File: src/rtl/lsu_result_fifo.sv
// lsu_result_fifo: aligns and extends LSU load data, then buffers results in a circular FIFO toward writeback
module lsu_result_fifo #(
  parameter int DEPTH    = 4,
  parameter int PTR_LEN  = $clog2(DEPTH),
  parameter int ROB_ID_W = 6
) (
  input  logic                clk,
  input  logic                rst,
  input  logic                flush,
  input  logic                in_valid_i,
  output logic                in_ready_o,
  input  logic [31:0]         in_rdata_i,
  input  logic [ROB_ID_W-1:0] in_wid_i,
  input  logic [1:0]          in_vaddr_lo_i,
  input  logic [1:0]          in_msize_i,
  input  logic                in_msigned_i,
  input  logic                in_is_load_i,
  output logic                out_valid_o,
  input  logic                out_ready_i,
  output logic [31:0]         out_data_o,
  output logic [ROB_ID_W-1:0] out_wid_o,
  output logic                out_wen_o,
  output logic                out_misalign_o
);
  localparam int CNT_W = PTR_LEN + 1;
  logic [31:0]         data_q [DEPTH];
  logic [ROB_ID_W-1:0] wid_q  [DEPTH];
  logic                wen_q  [DEPTH];
  logic                mis_q  [DEPTH];
  logic [PTR_LEN-1:0]  head_q, head_d, tail_q, tail_d;
  logic [CNT_W-1:0]    count_q, count_d;
  logic [31:0]         lane, ext, data_in;
  logic                mis, wen_in, push, pop;
  // align the addressed lane, extend it, and flag misaligned halves/words
  always_comb begin
    lane    = in_rdata_i >> {in_vaddr_lo_i, 3'b000};
    ext     = (in_msize_i == 2'd0) ? {{24{in_msigned_i & lane[7]}}, lane[7:0]} :
              (in_msize_i == 2'd1) ? {{16{in_msigned_i & lane[15]}}, lane[15:0]} : lane;
    mis     = ((in_msize_i == 2'd1) & in_vaddr_lo_i[0]) | (in_msize_i[1] & (|in_vaddr_lo_i));
    wen_in  = in_is_load_i & ~mis;
    data_in = wen_in ? ext : 32'd0;
  end
  assign in_ready_o     = count_q != CNT_W'(DEPTH);
  assign out_valid_o    = count_q != '0;
  assign push           = in_valid_i & in_ready_o;
  assign pop            = out_valid_o & out_ready_i;
  assign out_data_o     = data_q[head_q];
  assign out_wid_o      = wid_q[head_q];
  assign out_wen_o      = wen_q[head_q];
  assign out_misalign_o = mis_q[head_q];
  // pointer/count next state; flush discards everything and ignores same-cycle push/pop
  always_comb begin
    head_d  = flush ? '0 : pop ? head_q + 1'b1 : head_q;
    tail_d  = flush ? '0 : push ? tail_q + 1'b1 : tail_q;
    count_d = flush ? '0 : count_q + CNT_W'(push) - CNT_W'(pop);
  end
  // pointer/count registers with synchronous reset
  always_ff @(posedge clk) begin
    if (rst) begin
      head_q  <= '0;
      tail_q  <= '0;
      count_q <= '0;
    end else begin
      head_q  <= head_d;
      tail_q  <= tail_d;
      count_q <= count_d;
    end
  end
  // payload write at tail; payload needs no reset since count gates visibility
  always_ff @(posedge clk) begin
    if (push & ~flush & ~rst) begin
      data_q[tail_q] <= data_in;
      wid_q[tail_q]  <= in_wid_i;
      wen_q[tail_q]  <= wen_in;
      mis_q[tail_q]  <= mis;
    end
  end
endmodule

File: config.mk
export PLATFORM = sky130hd
export DESIGN_NAME = lsu_result_fifo
export DESIGN_NICKNAME = d
export VERILOG_FILES = /design/src/rtl/lsu_result_fifo.sv
export SDC_FILE = /design/constraint.sdc
export NUM_CORES = 1
export LEC_CHECK = 0
export ABC_AREA = 1
export CAP_MARGIN = 25
export CORE_MARGIN = 4
export CORE_UTILIZATION = 50
export DETAILED_ROUTE_END_ITERATION = 10
export PLACE_DENSITY_LB_ADDON = 0.15
export SLEW_MARGIN = 20
export SYNTH_ARGS = -nofsm -noshare
export SYNTH_HDL_FRONTEND = slang
export SYNTH_SLANG_ARGS = --single-unit
export TNS_END_PERCENT = 100
File: constraint.sdc
create_clock -name clk -period 3.35 [get_ports clk]
set_input_delay 0.67 -clock clk [delete_from_list [all_inputs] [get_ports clk]]
set_output_delay 0.67 -clock clk [all_outputs]
set_load 0.1 [all_outputs]
==> impl.org <==
** Outcome
- Status :: completed

** Logic synthesis
- Library cells used by synthesis :: 29
- Netlist Area Pre-Place :: between 0.007 and 0.008 mm²
- In the synthesized netlist, the number of instances is 653.
- The synthesized design contains 160 enable-type register cells.
- Flip-flop cell with the highest count after synthesis :: sky130_fd_sc_hd__edfxtp_1
- Synthesis inferred 169 register bits.
- Synth area leader :: sky130_fd_sc_hd__edfxtp_1
- Synthesis warning total :: 0
- Portion of the post-synthesis area used by sequential elements :: 0.677
- By area the synthesized netlist is led by sky130_fd_sc_hd__edfxtp_1, sky130_fd_sc_hd__nor2_1, sky130_fd_sc_hd__o21ai_0.
- Of the post-synthesis cell area, the dominant cell type holds 0.653.
- Average cell area after synthesis :: 11.3 µm²
- Number of nets produced by synthesis :: around 710
- In the synthesized netlist the async set-or-reset flop fraction comes to 0.

** Worst setup path
- Critical path class :: flip-flop to primary output
- Data arrives at the worst endpoint at between 2 and 2.5 ns.
- In this run the worst path has a maximum fanout of 80.
- For the worst flop-to-flop path, the logic depth is 11.
- Kind of start point of the critical path :: flip-flop
- The worst setup path is captured at a primary output.
- STA puts the critical path data required time at 2.68 ns.

** CTS
- Post-CTS timing repair inserted 0 buffers for setup.
- At the later pin of the worst-skew pair, clock insertion delay measures ~0.42 ns.
- Counting along the longest clock path gives a buffer depth of 2.
- Clock net sink count :: between 150 and 200
- In this run the clock root is driven by a sky130_fd_sc_hd__clkbuf_16.
- Count of hold buffers inserted by post-cts repair :: 0
- Post-CTS repair changed the size of 0 cells.
- TritonCTS built the clock tree.
- CTS built an H-tree with a depth of 4.
- Worst-path clk slew :: ~0.060 ns
- Total CTS buffers :: 17

** Final layout
- In the final layout, flip-flops and latches occupy approximately 0.005 mm².
- Fill cell count :: between 1000 and 1500
- From synthesis to final layout, the design area changed by 27.9%.
- Total area of multi-input combinational cells :: ~0.0021 mm²
- Leaving out fill and tap cells, the most frequent cell in the layout is sky130_fd_sc_hd__edfxtp_1.
- Util after Layout :: 0.650
- In the layout the commonest cells are sky130_fd_sc_hd__edfxtp_1, sky130_fd_sc_hd__nor2_1, sky130_fd_sc_hd__nand2_1.
- Number of nets in the layout :: 792
- The repair_antennas step left the layout with diodes totalling 0.
- Fraction of final layout cells sized beyond drive strength 1 :: 0.164
- Final non-filler cell total :: 932

** Timing
- Pin slew with the least headroom to its limit :: approximately 0.82 ns
- Final slew viol count :: 0
- Hold timing on the final database bottoms out at a slack of 0.535 ns.
- Setup violations remaining at the end of the flow were counted as 0.
- Highest achievable clock rate :: ~340 MHz
- Setup repair after global routing left no endpoint under its margin.
- Measured against its own limit, the worst slew margin works out to 0.456.
- For the final database, setup skew stands at between 0.004 and 0.005 ns.
- The clock period could shrink to between 2 and 3 ns.
- Across all setup checks in the final design, the least slack found is around 0.4 ns.
- In the final timing run, aggregate negative setup slack is 0 ns.
- Final clock period utilization by the worst path :: 0.877
- Count of endpoints failing hold in the final timing report :: 0

** Hold path
- Hold depth :: 2
- Worst hold-check path type :: flip-flop to flip-flop

** Floorplanning
- The die is between 100 and 150 µm wide.
- The floorplan step defined a core boundary enclosing roughly 0.014 mm².
- Core Rows :: 44
- a little over 90 I/O pins were placed.
- Height of the die :: approximately 130 µm
- The initial utilization of the core area, before any placement, comes to 0.508.
- The die covers approximately 0.017 mm².

** Global route
- First-pass GRT wire length :: around 26000 µm
- Total Routing Usage GR :: 0.204
- After global routing the overflow that remains totals 0.
- Via count of the first global-routing pass :: roughly 5000
- Maximum number of pins on one net before global-route repair :: 81
- The initial antenna violation count was 0.

** Detailed routing
- After detailed routing, the average wire length per cell comes to between 15 and 20 µm.
- Count of TritonRoute iterations in the first routing pass :: 5
- In this run, the number of DRC markers left after iteration 0 of detailed routing was approximately 420.
- The final layout contains routed wiring with a total length of 16800 µm.
- Via density per instance :: 5.57
- Once detail routing completed, the nets flagged for antenna violations numbered 0.
- After detailed routing, the number of remaining DRC violations is 0.
- DR vias :: 5188

** Placement
- IO Port Bufs :: 90
- Routability-driven placement finished with a final weighted congestion of ~0.82.
- Post-DP HPWL :: 10400 µm
- Timing analysis after detailed placement gives a worst setup slack of roughly 0.57 ns.
- Once placement completed, the tool counted placed cells totaling 901.

** Job
- Count of maximum capacitance violations :: 0

** Power and ir drop
- In this run the power density over the cells is about 520 mW/mm².
- The worst-case IR drop observed on VDD is between 0.3 and 0.4 mV.
- In this run the static leakage power is 3.34 nW.
==> metal layers <==
layer	global-route usage	routed length (µm)
met5	0	0
met4	0.0723	231
met3	0.0437	929
met2	0.344	8620
met1	0.263	7040
==> path summary, 6_finish.rpt <==
path / to / slack (ns) / from
setup / recovery: out_data_o[8] / 0.41 / flip-flop
hold / removal: head_q[0]$_SDFFE_PP0P_ / 0.54 / head_q[0]$_SDFFE_PP0P_
setup reg to reg: count_q[2]$_SDFF_PP0_ / 1.37 / count_q[1]$_SDFF_PP0_
hold reg to reg: head_q[0]$_SDFFE_PP0P_ / 0.54 / head_q[0]$_SDFFE_PP0P_
==> state kept, by name, summed over array words and instances, names as in the netlist, named ones only <==
signal   flops
wen_q        4
count_q      3
tail_q       2
mis_q        4
data_q     128
wid_q       24
head_q       2
==> synthesized netlist by cell type (3+ instances only) <==
| cell type | n |
|---|---|
| sky130_fd_sc_hd__a21oi_1 | 4 |
| sky130_fd_sc_hd__and2_1 | 6 |
| sky130_fd_sc_hd__buf_2 | 7 |
| sky130_fd_sc_hd__buf_6 | 9 |
| sky130_fd_sc_hd__clkbuf_1 | 23 |
| sky130_fd_sc_hd__dfxtp_1 | 9 |
| sky130_fd_sc_hd__edfxtp_1 | 160 |
| sky130_fd_sc_hd__ha_1 | 6 |
| sky130_fd_sc_hd__inv_1 | 21 |
| sky130_fd_sc_hd__nand2_1 | 82 |
| sky130_fd_sc_hd__nand2_2 | 3 |
| sky130_fd_sc_hd__nand3_1 | 13 |
| sky130_fd_sc_hd__nand3_2 | 3 |
| sky130_fd_sc_hd__nor2_1 | 125 |
| sky130_fd_sc_hd__nor2_2 | 20 |
| sky130_fd_sc_hd__o21ai_0 | 80 |
| sky130_fd_sc_hd__o21ai_1 | 29 |
| sky130_fd_sc_hd__o22ai_1 | 40 |
==> stage by stage <==
| stage | power (mW) | cell area [µm²] |
|---|---|---|
| floorplan | 2.81 | 7360 |
| global placement | 3.05 | 8850 |
| detailed placement | 3.06 | 8850 |
| CTS | 4.89 | 9410 |
| global route | 5.02 | 9410 |
| finish | 4.86 | 9410 |
==> layout make-up <==
type | count | area share
sequential | 169 | 0.530
tap | 184 | 0.0245
clock inverter | 12 | 0.0134
inverter | 24 | 0.0101
clock buffer | 19 | 0.0460
timing repair buffer | 104 | 0.156
multi-input combinational | 420 | 0.221
==> worst max-delay path, cell delays in order, from the launching register on <==
cell	delay [ns]
sky130_fd_sc_hd__dfxtp_2	0.33
sky130_fd_sc_hd__buf_4	0.63
sky130_fd_sc_hd__o21ai_0	0.20
sky130_fd_sc_hd__o22ai_1	0.42
sky130_fd_sc_hd__buf_12	0.24
==> kinds of logic after synthesis <==
| logic type | synth area share |
|---|---|
| XOR/XNOR | 0.00119 |
| adder cells (fa/ha/maj) | 0.0129 |
| AND/OR/NAND/NOR | 0.152 |
| flip-flops | 0.677 |
| buffers and inverters | 0.0442 |
| AO/OA/AOI/OAI | 0.112 |
==> power by group <==
group / internal [mW] / leakage [nW] / switching (mW)
Sequential: 2.34 / 1.50 / 0.00820
Clock: 1.09 / 0.265 / 0.760
Combinational: 0.223 / 1.57 / 0.442
Total: 3.65 / 3.34 / 1.21
(Power assumes the default switching activity.)
